$ cat config.mk
export PLATFORM = sky130hd
export DESIGN_NAME = bs_result_logger
export DESIGN_NICKNAME = d
export VERILOG_FILES = /design/src/rtl/bs_result_logger.sv
export SDC_FILE = /design/constraint.sdc
export NUM_CORES = 1
export LEC_CHECK = 0
export CAP_MARGIN = 20
export CORE_AREA = 2 2 214 216
export CTS_CLUSTER_SIZE = 25
export DETAILED_ROUTE_END_ITERATION = 7
export DIE_AREA = 0 0 216 218
export GPL_ROUTABILITY_DRIVEN = 0
export HOLD_SLACK_MARGIN = 0.05
export PLACE_DENSITY_LB_ADDON = 0.05
export SYNTH_ARGS = -nofsm -noshare
export SYNTH_HDL_FRONTEND = slang
export SYNTH_SLANG_ARGS = --single-unit
$ cat constraint.sdc
create_clock -name clock -period 21.6 [get_ports clock]
set_input_delay 6.48 -clock clock [delete_from_list [all_inputs] [get_ports clock]]
set_output_delay 6.48 -clock clock [all_outputs]
set_load 0.05 [all_outputs]
$ cat src/rtl/bs_result_logger.sv
// bs_result_logger: captures per-channel kernel results on their done pulses, timestamps them,
// and writes them round-robin as tagged records through a single registered BRAM write port.
module bs_result_logger #(
    parameter int N_CH   = 4,
    parameter int RES_W  = 64,
    parameter int TS_W   = 32,
    parameter int ADDR_W = 11,
    parameter int DEPTH  = 2048,
    parameter int BRAM_W = 192,
    parameter int WRAP   = 0
) (
    input  logic                  clock,
    input  logic                  reset,
    input  logic                  round_reset,
    input  logic [N_CH-1:0]       bs_done,
    input  logic [N_CH*RES_W-1:0] ap_return,
    input  logic [TS_W-1:0]       clocks,
    output logic [BRAM_W-1:0]     data_b,
    output logic [ADDR_W-1:0]     addr_b,
    output logic                  we_b,
    output logic [ADDR_W:0]       wr_count,
    output logic                  full,
    output logic                  wrapped,
    output logic [N_CH-1:0]       overflow,
    output logic [15:0]           drop_count
);
    localparam int                CH_W      = (N_CH > 1) ? $clog2(N_CH) : 1;
    localparam int                DW        = 6;
    localparam logic [ADDR_W-1:0] LAST_ADDR = ADDR_W'(DEPTH - 1);
    localparam logic [ADDR_W:0]   DEPTH_CNT = (ADDR_W + 1)'(DEPTH);
    localparam logic              WRAP_EN   = (WRAP != 0);

    function automatic logic [BRAM_W-1:0] build_record(
        input logic [RES_W-1:0] res,
        input logic [CH_W-1:0]  chan,
        input logic             drop_flag,
        input logic             wrap_flag,
        input logic [15:0]      seq,
        input logic [TS_W-1:0]  ts
    );
        logic [BRAM_W-1:0] rec;
        rec                      = '0;
        rec[RES_W-1:0]           = res;
        rec[RES_W+7:RES_W]       = 8'(chan);
        rec[RES_W+8]             = drop_flag;
        rec[RES_W+9]             = wrap_flag;
        rec[RES_W+31:RES_W+16]   = seq;
        rec[RES_W+32 +: TS_W]    = ts;
        return rec;
    endfunction

    logic [N_CH-1:0]   pend_q, pend_d;
    logic [N_CH-1:0]   dflag_q, dflag_d;
    logic [RES_W-1:0]  res_q [N_CH];
    logic [RES_W-1:0]  res_d [N_CH];
    logic [TS_W-1:0]   ts_q [N_CH];
    logic [TS_W-1:0]   ts_d [N_CH];
    logic [CH_W-1:0]   ptr_q, ptr_d;
    logic [ADDR_W-1:0] addr_q, addr_d;
    logic [15:0]       seq_q, seq_d;
    logic [ADDR_W:0]   cnt_q, cnt_d;
    logic              full_q, full_d;
    logic              wrapped_q, wrapped_d;
    logic [N_CH-1:0]   ovf_q, ovf_d;
    logic [15:0]       drops_q, drops_d;
    logic [BRAM_W-1:0] data_q, data_d;
    logic [ADDR_W-1:0] addr_b_q, addr_b_d;
    logic              we_q, we_d;

    logic              gnt_vld_s;
    logic [CH_W-1:0]   gnt_idx_s;
    logic [N_CH-1:0]   gnt_oh_s;
    logic [CH_W:0]     rr_sum_s;
    logic [CH_W-1:0]   rr_idx_s;
    logic [DW-1:0]     drop_inc_s;
    logic [16:0]       drop_sum_s;

    // Round-robin arbiter: first pending slot at or after the pointer; no grants once full.
    always_comb begin
        gnt_vld_s = 1'b0;
        gnt_idx_s = '0;
        rr_sum_s  = '0;
        rr_idx_s  = '0;
        for (int k = 0; k < N_CH; k++) begin
            rr_sum_s = {1'b0, ptr_q} + (CH_W + 1)'(k);
            rr_sum_s = (rr_sum_s >= (CH_W + 1)'(N_CH)) ? rr_sum_s - (CH_W + 1)'(N_CH) : rr_sum_s;
            rr_idx_s = rr_sum_s[CH_W-1:0];
            if (!gnt_vld_s && !full_q && pend_q[rr_idx_s]) begin
                gnt_vld_s = 1'b1;
                gnt_idx_s = rr_idx_s;
            end else begin
                gnt_vld_s = gnt_vld_s;
            end
        end
        for (int i = 0; i < N_CH; i++) begin
            gnt_oh_s[i] = gnt_vld_s && (gnt_idx_s == CH_W'(i));
        end
    end

    // Slot capture and drop accounting; a slot granted this cycle may accept a new result.
    always_comb begin
        pend_d     = pend_q;
        dflag_d    = dflag_q & ~gnt_oh_s;
        ovf_d      = ovf_q;
        res_d      = res_q;
        ts_d       = ts_q;
        drop_inc_s = '0;
        for (int i = 0; i < N_CH; i++) begin
            if (full_q) begin
                // Full: everything still waiting and every new result is discarded.
                ovf_d[i]   = ovf_q[i] | pend_q[i] | bs_done[i];
                drop_inc_s = drop_inc_s + DW'(pend_q[i]) + DW'(bs_done[i]);
                pend_d[i]  = 1'b0;
            end else if (bs_done[i]) begin
                if (pend_q[i] && !gnt_oh_s[i]) begin
                    ovf_d[i]   = 1'b1;
                    dflag_d[i] = 1'b1;
                    drop_inc_s = drop_inc_s + DW'(1);
                end else begin
                    pend_d[i] = 1'b1;
                    res_d[i]  = ap_return[i*RES_W +: RES_W];
                    ts_d[i]   = clocks;
                end
            end else begin
                pend_d[i] = pend_q[i] & ~gnt_oh_s[i];
            end
        end
        drop_sum_s = {1'b0, drops_q} + 17'(drop_inc_s);
        drops_d    = drop_sum_s[16] ? 16'hFFFF : drop_sum_s[15:0];
        if (round_reset) begin
            pend_d  = '0;
            dflag_d = '0;
            ovf_d   = '0;
            drops_d = '0;
        end else begin
            drops_d = drops_d;
        end
    end

    // Write path: record assembly, address/sequence/count bookkeeping and wrap/full status.
    always_comb begin
        we_d      = gnt_vld_s;
        data_d    = data_q;
        addr_b_d  = addr_b_q;
        addr_d    = addr_q;
        seq_d     = seq_q;
        cnt_d     = cnt_q;
        full_d    = full_q;
        wrapped_d = wrapped_q;
        ptr_d     = ptr_q;
        if (gnt_vld_s) begin
            data_d   = build_record(res_q[gnt_idx_s], gnt_idx_s, dflag_q[gnt_idx_s],
                                    wrapped_q, seq_q, ts_q[gnt_idx_s]);
            addr_b_d = addr_q;
            seq_d    = seq_q + 16'd1;
            cnt_d    = (cnt_q == DEPTH_CNT) ? cnt_q : cnt_q + (ADDR_W + 1)'(1);
            ptr_d    = (gnt_idx_s == CH_W'(N_CH - 1)) ? '0 : gnt_idx_s + CH_W'(1);
            if (addr_q == LAST_ADDR) begin
                addr_d    = WRAP_EN ? '0 : addr_q;
                wrapped_d = wrapped_q | WRAP_EN;
                full_d    = full_q | ~WRAP_EN;
            end else begin
                addr_d = addr_q + ADDR_W'(1);
            end
        end else begin
            we_d = 1'b0;
        end
        if (round_reset) begin
            we_d      = 1'b0;
            data_d    = data_q;
            addr_b_d  = addr_b_q;
            addr_d    = '0;
            seq_d     = '0;
            cnt_d     = '0;
            full_d    = 1'b0;
            wrapped_d = 1'b0;
            ptr_d     = '0;
        end else begin
            we_d = we_d;
        end
    end

    // State registers with synchronous reset.
    always_ff @(posedge clock) begin
        if (reset) begin
            pend_q    <= '0;
            dflag_q   <= '0;
            ptr_q     <= '0;
            addr_q    <= '0;
            seq_q     <= '0;
            cnt_q     <= '0;
            full_q    <= 1'b0;
            wrapped_q <= 1'b0;
            ovf_q     <= '0;
            drops_q   <= '0;
            data_q    <= '0;
            addr_b_q  <= '0;
            we_q      <= 1'b0;
            for (int i = 0; i < N_CH; i++) begin
                res_q[i] <= '0;
                ts_q[i]  <= '0;
            end
        end else begin
            pend_q    <= pend_d;
            dflag_q   <= dflag_d;
            ptr_q     <= ptr_d;
            addr_q    <= addr_d;
            seq_q     <= seq_d;
            cnt_q     <= cnt_d;
            full_q    <= full_d;
            wrapped_q <= wrapped_d;
            ovf_q     <= ovf_d;
            drops_q   <= drops_d;
            data_q    <= data_d;
            addr_b_q  <= addr_b_d;
            we_q      <= we_d;
            for (int i = 0; i < N_CH; i++) begin
                res_q[i] <= res_d[i];
                ts_q[i]  <= ts_d[i];
            end
        end
    end

    assign data_b     = data_q;
    assign addr_b     = addr_b_q;
    assign we_b       = we_q;
    assign wr_count   = cnt_q;
    assign full       = full_q;
    assign wrapped    = wrapped_q;
    assign overflow   = ovf_q;
    assign drop_count = drops_q;

endmodule
* Word-level counts from Yosys, hierarchy flattened *
Cells that the tools add are included.
Widths: inputs -> output; s select.

storage, ports and cells
  output and inout port bits = 238
  flip-flop bits (word level) = 581
  input port bits = 295
  word-level logic and storage cells = 215

operators by class
  muxes and demuxes = 75
  bitwise logic cells = 27
  reductions and logical operators = 46
  equal/unequal tests = 9
  $lt $le $gt $ge = 10
  add/subtract/negate cells = 22

operator list
  cell                   number
  $bmux 64 s2            1
  $mux 64                2
  $bmux 32 s2            1
  $mux 32                2
  $mux 6                 9
  $mux 1                 44
  $add 6x1->6            6
  $mux 2                 10
  $add 6x1->6 const B    3
  $add 16x6->17          1
  $add 16x1->16 const B  1
  $mux 16                1
  $reduce_and 2->1       8
  $reduce_bool 2->1      8
  $logic_and 1x1->1      15
  $lt 2x3->1 const B     5
  $add 12x1->12 const B  1
  $eq 12x12->1 const B   1
  $ge 3x3->1 const B     4
  $not 1->1              12
  $reduce_and 3->1       4
  $add 11x1->11 const B  1
  $eq 11x11->1 const B   1
  $bmux 1 s2             5
  other kinds (18)       43

* Logic depth before layout (Yosys ltp) *
Gate-level depths: netlist (run 1).

  depth in word-level cells = 39
  depth in mapped cells = 37
  depth with buffers taken out = 32

* Worst setup path before layout (run 1) *
No wires, ideal clock.

  path type = input -> register
  start = input bs_done[0]
  end = register drops_q[2], in the netlist drop_count[2]
  slack = 10.445 ns
  arrival time = 11.085 ns
  cell stages on the path = 23
  library setup time = 0.070 ns
  path buffers = 1
  data required time = 21.530 ns
  cells stage by stage = nand2_1 -> a21o_4 -> o21ai_0 -> inv_1 -> fa_1 -> inv_1 -> ha_1 -> a21o_1 -> ha_1 -> mux2_4 -> mux2_2 -> ha_1 -> nor3_1 -> o31ai_1 -> inv_2 -> fa_1 -> nor2b_1 -> o21a_1 -> o21ai_0 -> a211o_1 -> or2_2 -> clkbuf_1 -> a21oi_1

between the ends
  word-level cells in the longest chain between the ends = 16
  elaborated cells on any way between the ends = 23
  those cells by class = add/sub: 11; mux: 12

RTL lines
  item                                                                 RTL line  RTL
  start: declaration                                                   15        input logic [N_CH-1:0] bs_done,
  $add 1x1->2 or $mux 1 (tied branches)                                112, 114
  $mux 2 *                                                             109       if (full_q) begin
  parallel branches: the longest is 3 deep, another holds $add 6x1->6  --
  $mux 6 *                                                             109
  parallel branches: the longest is 3 deep, another holds $add 6x1->6  --
  $mux 6 *                                                             109
  parallel branches: the longest is 3 deep, another holds $add 6x1->6  --
  $mux 6 *                                                             109
  $add 16x6->17 *                                                      128       drop_sum_s = {1'b0, drops_q} + 17'(drop_inc_s);
  $mux 16 *                                                            129       drops_d = drop_sum_s[16] ? 16'hFFFF : drop_sum_s[15:0];
  end signal: assignment                                               213       drops_q <= drops_d;
  end: declaration                                                     65        logic [15:0] drops_q, drops_d;

Every way passes the cells marked *.
A chain may end at the register's enable or synchronous reset.

* Worst setup path in the final report (run 1) *
  start = input bs_done[0]
  end = register drops_q[13], in the netlist drop_count[13]

The elaborated chain is that of the path after synthesis.

==> results of run 1 <==
routing by layer:
layer  vias up  track usage
li1      10227            -
met4        20        0.167
met3       208       0.0831
met1     10223        0.365
met5         -            0
met2       765        0.514
sequential cells by signal (all words and copies together) (netlist names), named ones only:
signal      count
seq_q          16
dflag_q         4
data_b        115
full            1
we_b            1
pend_q          4
addr_b         11
drop_count     16
overflow        4
ts_q          128
addr_q         11
res_q         256
wr_count       12
ptr_q           1
layout by cell type, fill, tap and decap left out, types with 3 or more instances in the layout:
cell / netlist / layout
nand3_4: 0 / 3
and3_1: 11 / 8
inv_1: 29 / 29
a211oi_1: 5 / 5
mux2i_1: 203 / 203
xnor2_1: 18 / 18
diode_2: 0 / 20
or3_1: 11 / 10
clkinv_2: 0 / 5
xor2_1: 26 / 26
and3_4: 0 / 3
o21ai_0: 18 / 18
o221ai_1: 98 / 98
nor3_1: 7 / 7
buf_4: 91 / 23
a21oi_1: 446 / 446
a21o_1: 3 / 3
conb_1: 1 / 78
clkbuf_8: 0 / 17
nand2_1: 966 / 966
dfxtp_1: 581 / 581
nand3_1: 17 / 14
nand4_1: 18 / 18
clkbuf_1: 102 / 20
a31oi_1: 4 / 4
ha_1: 20 / 20
bufinv_16: 0 / 4
a21oi_2: 3 / 3
clkbuf_16: 0 / 59
fa_1: 4 / 4
nor2_1: 61 / 60
clkdlybuf4s50_1: 0 / 453
where the power goes:
group,total (mW),switching (mW),internal (mW)
Combinational,0.524,0.334,0.190
Clock,1.03,0.423,0.608
Sequential,1.17,0.0366,1.13
worst paths after layout:
check	startpoint	end	slack, ps
hold reg to reg	overflow[2]	overflow[2]	450
setup / recovery	bs_done[0]	drop_count[13]	9840
hold / removal	overflow[2]	overflow[2]	450
setup reg to reg	register	drop_count[13]	13580
metrics by stage:
| stage | total power, mW | util | instances | area [sq um] |
|---|---|---|---|---|
| 2_1_floorplan | 1.57 | - | 2966 | 24500 |
| 3_3_place_gp | 1.70 | 0.632 | 3756 | 28400 |
| 3_5_place_dp | 1.71 | 0.632 | 3756 | 28400 |
| 4_1_cts | 2.74 | 0.676 | 3864 | 30300 |
| 5_1_grt | 2.83 | 0.677 | 3881 | 30400 |
| 6_report | 2.73 | 0.678 | 3885 | 30400 |
layout make-up:
type | count | area (sq um) | share of cell area
clock buffer | 96 | 1790 | 0.0587
clock inverter | 12 | 169 | 0.00555
inverter | 30 | 113 | 0.00370
sequential | 581 | 11600 | 0.382
timing repair buffer | 478 | 4750 | 0.156
multi-input combinational | 2068 | 11200 | 0.367
antenna | 20 | 50.0 | 0.00165
tap | 600 | 751 | 0.0247
kinds of logic (layout without fill, tap and decap cells):
family | Yosys count | after routing | share of synthesized area
buffers and inverters | 317 | 616 | 0.0758
AND/OR/NAND/NOR | 1109 | 1109 | 0.180
other | 1 | 98 | 0.000155
adder cells (fa/ha/maj) | 24 | 24 | 0.0136
flip-flops | 581 | 581 | 0.479
XOR/XNOR | 45 | 45 | 0.0166
multiplexers | 207 | 207 | 0.0859
AO/OA/AOI/OAI | 605 | 605 | 0.149
tightest hold or removal path: stages, from the launching register on:
cell and delay, ps:
dfxtp_1 310, inv_1 50, a21oi_1 50
==> flow_metrics.py, run 1 <==
metrics = {
    "worst_setup_path": {
        "critical_path_class": "in2reg",
        "critical_path_arrival_ps": 12300,
        "critPathLaunchType": "input port",
        "critPathTopFamily": "compound AO/OA/AOI/OAI gates",
        "crit_top_cell": "ha_1",
        "end_kind": "register",
        "reg2reg_depth": 31,
        "cp_max_fo": 13,
        "cpPeakStageDelay_ps": 640,
        "path_depth": 25,
        "worst-path-buf-inv": 4,
        "cp_slowest_cell": "clkdlybuf4s50_1",
        "cp.required_ps": 22140,
    },
    "synthesis": {
        "synth_seq_cells": 581,
        "synth_top_area_frac": 0.479,
        "yosysSeqAreaShare": 0.479,
        "synth_cells": 2889,
        "yosys_warnings": 0,
        "synth_area_leader_cell": "dfxtp_1",
        "synth_most_common_cell": "nand2_1",
        "synthTopCellsByCount": "966 x nand2_1, 581 x dfxtp_1, 446 x a21oi_1, 203 x mux2i_1, 102 x clkbuf_1",
        "syn_area_sq_um": 24300,
        "async_flop_share": 0,
        "synth_edf_count": 0,
        "synth_ff_type": "dfxtp_1",
        "netlist-cell-type-count": 68,
        "syn_area_per_cell_sq_um": 8.40,
        "yosys-top-cells-area": "dfxtp_1 48%, nand2_1 15%, a21oi_1 9.2%",
    },
    "sta": {
        "worstMarginPinSlew_ps": 1100,
        "setup_slack_ps": 9840,
        "skew_ps": 19.3,
        "fin_hold_ws_ps": 448,
        "tns_ps": 0,
        "fmaxAchievable_mhz": 85.1,
        "finalSetupViolations": 0,
        "rsz0062_at_grt": "false",
        "fin_crit_ps": 11760,
        "final_max_slew_viol_count": 0,
        "finalHoldViolCount": 0,
        "fin_crit_sh": 0.544,
        "timing.slew.headroom": 0.265,
    },
    "routing": {
        "wl_met3_mm": 6.26,
        "routed_wl_mm": 76.1,
        "wl_per_cell_um": 19.6,
        "via_per_inst": 5.52,
        "wl_met2_mm": 36.1,
        "drt_first_pass_iters": 5,
        "vias": 21443,
        "top_layer": "met5",
        "wl_met1_mm": 30.0,
        "drtIter0Drc": 1576,
        "ant_nets": 0,
        "drc": 0,
    },
    "cts": {
        "cts_root_buf": "clkbuf_16",
        "cts_tree": "done",
        "numClockSinks": 581,
        "clk_latency_ps": 610,
        "clk_pin_slew_worst_paths_ps": 60,
        "h-tree-depth": 2,
        "cts.hold.buffers_added": 0,
        "cts_resized": 0,
        "cts-buffers-inserted": 59,
        "postCtsSetupBuffers": 0,
        "clk_path_buf_depth": 3,
    },
    "job": {
        "drv_cap": 0,
    },
    "place": {
        "place_ws_ps": 9280,
        "port_buffers": 454,
        "dp.final_hpwl_mm": 47.9,
    },
    "floorplan": {
        "die_x_um": 216,
        "ios": 533,
        "row_count": 78,
        "fp.coreArea_sq_um": 44900,
        "initial_utilization": 0.540,
        "dieHeight_um": 218,
        "dieArea_sq_um": 47100,
    },
    "hold_path": {
        "whs_path_depth": 2,
        "hold_path.class": "reg2reg",
    },
    "power_and_ir_drop": {
        "powerDensity_nw_per_um2": 89.6,
        "ir_worst_vdd_uv": 58.0,
        "leakagePower_nw": 11.3,
    },
    "final_layout": {
        "area_growth_pct": 25.4,
        "fill_cells": 3790,
        "drive_gt1_frac": 0.0450,
        "nNetsFinal": 3537,
    },
    "global_routing": {
        "antenna_found_initial": 29,
        "grtUsageTotal": 0.309,
        "grt_pass1_vias": 20759,
        "grt_max_degree": 138,
        "grt_overflow_total": 0,
        "grt_pass1_wl_mm": 115,
    },
    "run_status": {
        "outcome": "finished clean",
    },
}
Power figures use the tool's default switching activity.
==> run 2, diff against run 1 <==
- CORE_AREA: 2 2 214 216 -> 2 2 222 224
- DIE_AREA: 0 0 216 218 -> 0 0 224 226
- clock period: 21.6 -> 12.1 ns (I/O delays scaled with it)
==> run 2 against run 1 <==
Clock-buffer cell count down 11. Sequential cell count unchanged. Clock power up 78%. Critical path type unchanged. Largest cell class unchanged. Via count down 0.61%. Combinational power up 81%. First-iteration DRC count up 2.2%.
==> flow_metrics.py, run 2 (same netlist as run 1, synthesis figures left out) <==
metrics = {
    "run_status": {
        "outcome": "finished clean",
    },
    "routing": {
        "drt_first_pass_iters": 6,
        "drc": 0,
        "drtIter0Drc": 1611,
        "wl_met3_mm": 5.91,
        "via_per_inst": 5.46,
        "vias": 21312,
        "ant_nets": 0,
        "routed_wl_mm": 76.5,
        "wl_met1_mm": 30.8,
        "top_layer": "met5",
        "wl_per_cell_um": 19.6,
        "wl_met2_mm": 37.0,
    },
    "place": {
        "place_area_sq_um": 28400,
        "dp.cells": 3776,
        "place_ws_ps": 2630,
        "port_buffers": 454,
        "dp.final_hpwl_mm": 48.1,
    },
    "final_layout": {
        "layout_common_cells": "966 x nand2_1, 581 x dfxtp_1, 453 x clkdlybuf4s50_1, 446 x a21oi_1, 203 x mux2i_1",
        "final_common_cell": "nand2_1",
        "regMostFlops": "res_q",
        "finalCoreUtilization": 0.631,
        "final_cell_area_sq_um": 30500,
        "fin_cells": 3903,
        "area_growth_pct": 25.7,
        "largest_reg_flops": 256,
        "nNetsFinal": 3537,
        "drive_gt1_frac": 0.0469,
    },
    "floorplan": {
        "die_x_um": 224,
        "initial_utilization": 0.502,
        "row_count": 81,
        "dieArea_sq_um": 50600,
        "fp.coreArea_sq_um": 48300,
        "ios": 533,
        "dieHeight_um": 226,
    },
    "global_routing": {
        "grt_pass1_vias": 20497,
        "antenna_found_initial": 30,
        "grt_overflow_total": 0,
        "grt_pass1_wl_mm": 116,
        "grt_max_degree": 238,
        "grtUsageTotal": 0.292,
    },
    "worst_setup_path": {
        "cpPeakStageDelay_ps": 640,
        "worst-path-buf-inv": 4,
        "cp_max_fo": 13,
        "critPathTopFamily": "compound AO/OA/AOI/OAI gates",
        "end_kind": "register",
        "critical_path_class": "in2reg",
        "critical_path_arrival_ps": 9390,
        "crit_top_cell": "ha_1",
        "cp.required_ps": 12650,
        "critPathLaunchType": "input port",
        "cp_slowest_cell": "clkdlybuf4s50_1",
    },
    "sta": {
        "finalSetupViolations": 0,
        "tns_ps": 0,
        "rsz0062_at_grt": "false",
        "final_max_slew_viol_count": 0,
        "timing.slew.headroom": 0.196,
        "worstMarginPinSlew_ps": 1210,
        "setup_slack_ps": 3250,
        "fmaxAchievable_mhz": 113,
        "fin_crit_ps": 8850,
        "skew_ps": 17.5,
        "finalHoldViolCount": 0,
        "fin_crit_sh": 0.731,
    },
    "cts": {
        "cts_tree": "done",
        "numClockSinks": 581,
        "cts_resized": 0,
        "clk_pin_slew_worst_paths_ps": 60,
        "cts.hold.buffers_added": 0,
        "cts_root_buf": "clkbuf_16",
        "h-tree-depth": 2,
        "clk_latency_ps": 620,
        "cts-buffers-inserted": 60,
        "postCtsSetupBuffers": 0,
        "clk_path_buf_depth": 3,
    },
    "power_and_ir_drop": {
        "leakagePower_nw": 11.3,
        "powerDensity_nw_per_um2": 159,
        "ir_worst_vdd_uv": 106,
    },
    "job": {
        "drv_cap": 0,
    },
    "hold_path": {
        "hold_path.class": "reg2reg",
    },
}
==> run 2: path summary, 6_finish.rpt <==
check | startpoint | slack [ps] | depth (start not counted) | endpoint
worst max-delay path | bs_done[0] | 3250 | 25 | drop_count[13]
worst min-delay path | overflow[2] | 450 | 2 | overflow[2]
worst max register to register | full | 4430 | 31 | drop_count[13]
worst min register to register | overflow[2] | 450 | 2 | overflow[2]
==> run 2: power breakdown <==
group          leakage [nW]  internal (mW)  switching (mW)
Combinational          5.64          0.349           0.601
Sequential             4.75           2.02          0.0613
Clock                 0.949           1.06           0.764
Total                  11.3           3.43            1.43
==> run 2: worst register-to-register path: cells and delay by family, from the launching register on <==
kind	cells	cell delay (ps)
AND/OR/NAND/NOR	6	920
buffers and inverters	5	520
multiplexers	3	630
adder cells (fa/ha/maj)	6	1890
flip-flops	1	970
AO/OA/AOI/OAI	11	2680
==> run 2: layout make-up <==
type                            count  area (sq um)
Clock inverter                     20           205
Timing Repair Buffer              477          4810
Clock buffer                       85          1750
Antenna cell                       20          50.0
Tap cell                          622           778
Multi-Input combinational cell   2068         11200
Sequential cell                   581         11600
Inverter                           30           113
Fill cell                        4219         17800
==> run 2: metrics by stage <==
| step | total power [mW] | hold WS [ps] |
|---|---|---|
| after floorplan | 2.80 | 436 |
| after global placement | 3.05 | 439 |
| after detailed placement | 3.07 | 444 |
| after CTS | 4.88 | 452 |
| after global routing | 5.04 | 466 |
| final | 4.86 | 451 |
==> run 2: metal layers <==
layer  vias up  global-route usage
met5         -                   0
met4        22               0.132
met3       162              0.0765
met2       735               0.485
met1     10181               0.354
li1      10212                   -
==> run 3, diff against run 2 <==
- clock period: 12.1 -> 9.2 ns (I/O delays scaled with it)
==> run 3 against run 2 <==
Hold slack better by 1.3 ps. Critical path depth unchanged. Non-clock buffer count up 1. Die area unchanged. Cell area about the same. Global-route usage down 0.098 points. Total power up 32%. Clock-buffer cell count up 7. Clock skew up 2.9 ps. Register-to-register slack worse by 2900 ps. Critical endpoint unchanged. Largest power group unchanged.
==> flow_metrics.py, run 3 (same netlist as run 1, synthesis figures left out) <==
metrics = {
    "job": {
        "drv_cap": 0,
    },
    "cts": {
        "cts_resized": 0,
        "cts_root_buf": "clkbuf_16",
        "clk_pin_slew_worst_paths_ps": 60,
        "clk_path_buf_depth": 3,
        "cts-buffers-inserted": 59,
        "cts.hold.buffers_added": 0,
        "numClockSinks": 581,
        "cts_tree": "done",
        "clk_latency_ps": 640,
        "postCtsSetupBuffers": 0,
        "h-tree-depth": 2,
    },
    "routing": {
        "vias": 21294,
        "drtIter0Drc": 1395,
        "drt_first_pass_iters": 5,
        "drc": 0,
        "routed_wl_mm": 76.6,
        "wl_per_cell_um": 19.6,
        "ant_nets": 0,
        "via_per_inst": 5.46,
    },
    "final_layout": {
        "largest_reg_flops": 256,
        "regMostFlops": "res_q",
        "layout_common_cells": "966 x nand2_1, 581 x dfxtp_1, 453 x clkdlybuf4s50_1, 446 x a21oi_1, 203 x mux2i_1",
        "layout.area.seq_sq_um": 11600,
        "fin_cells": 3902,
        "multi_input_area_sq_um": 11200,
        "fill_cells": 4284,
        "nNetsFinal": 3537,
        "area_growth_pct": 25.7,
        "drive_gt1_frac": 0.0454,
        "final_common_cell": "nand2_1",
    },
    "sta": {
        "worstMarginPinSlew_ps": 1110,
        "fmaxAchievable_mhz": 125,
        "fin_hold_ws_ps": 452,
        "setup_slack_ps": 1220,
        "tns_ps": 0,
        "final_max_slew_viol_count": 0,
        "finalHoldViolCount": 0,
        "fin_crit_sh": 0.867,
        "finalSetupViolations": 0,
        "fin_crit_ps": 7980,
        "rsz0062_at_grt": "false",
        "skew_ps": 20.5,
        "timing.slew.headroom": 0.260,
    },
    "floorplan": {
        "fp.coreArea_sq_um": 48300,
        "die_x_um": 224,
        "dieArea_sq_um": 50600,
        "initial_utilization": 0.502,
        "dieHeight_um": 226,
        "ios": 533,
        "row_count": 81,
    },
    "power_and_ir_drop": {
        "ir_worst_vdd_uv": 181,
        "power_mw": 6.42,
        "leakagePower_nw": 11.3,
        "powerDensity_nw_per_um2": 210,
    },
    "global_routing": {
        "grt_pass1_wl_mm": 115,
        "grtUsageTotal": 0.291,
        "grt_pass1_vias": 20561,
        "grt_max_degree": 223,
        "antenna_found_initial": 28,
        "grt_overflow_total": 0,
    },
    "run_status": {
        "outcome": "finished clean",
    },
    "place": {
        "dp.final_hpwl_mm": 48.7,
        "port_buffers": 454,
        "dp.cells": 3777,
        "place_ws_ps": 647,
    },
    "worst_setup_path": {
        "critPathLaunchType": "input port",
        "critical_path_class": "in2reg",
        "end_kind": "register",
        "cp.required_ps": 9750,
        "critical_path_arrival_ps": 8530,
        "cp_max_fo": 13,
    },
    "hold_path": {
        "hold_path.class": "reg2reg",
    },
}
[run 3: changes by cell type in the layout (fill, tap and decap cells not counted), sizes merged]
cell	delta
clkinvlp	-3
bufinv	+1
clkbuf	+7
buf	+1
clkinv	-4
diode	-3
[run 3: final timing paths]
kind	startpoint	end	slack (ps)	cells after the start
hold reg to reg	res_q[215]	res_q[215]	450	2
hold / removal	res_q[215]	res_q[215]	450	2
setup reg to reg	register	drop_count[13]	1480	31
setup / recovery	bs_done[0]	drop_count[13]	1220	25
[run 3: final cells by class]
| cell class | count | area share |
|---|---|---|
| Clock buffer | 92 | 0.0581 |
| Timing Repair Buffer | 478 | 0.157 |
| Sequential cell | 581 | 0.382 |
| Tap cell | 622 | 0.0255 |
| Antenna cell | 17 | 0.00140 |
| Clock inverter | 14 | 0.00632 |
| Multi-Input combinational cell | 2068 | 0.366 |
| Inverter | 30 | 0.00369 |
[run 3: routing by layer]
layer / global-route usage / vias up / share of wire
met5: 0 / - / 0.0018
met4: 0.139 / 22 / 0.040
met3: 0.0783 / 177 / 0.077
met2: 0.489 / 719 / 0.48
met1: 0.345 / 10162 / 0.40
li1: - / 10214 / -
[run 3: metrics by stage]
step / instance area, sq um / util
final: 30500 / 0.631
after global placement: 28400 / 0.588
after global routing: 30500 / 0.630
after CTS: 30400 / 0.629
after detailed placement: 28400 / 0.588
after floorplan: 24500 / -
[run 3: power by group]
part | switching, mW | internal (mW) | total (mW)
combinational | 0.787 | 0.451 | 1.24
sequential | 0.0810 | 2.66 | 2.74
clock | 1.01 | 1.43 | 2.43
[run 3: worst max-delay path: stages]
cell and delay, ps:
clkdlybuf4s50_1 640, nand2_1 110, a21o_4 230, o21ai_0 220, inv_1 90, fa_1 360, inv_1 60, ha_1 240
a21o_1 210, ha_1 320, mux2_4 280, mux2_2 280, ha_1 280, nor3_1 40, o31ai_1 380, inv_2 80
fa_1 450, nor2b_1 140, o21a_1 130, o21ai_0 130, a211o_1 380, or2_2 440, nand2_1 110, mux2i_1 70
nor2_1 80
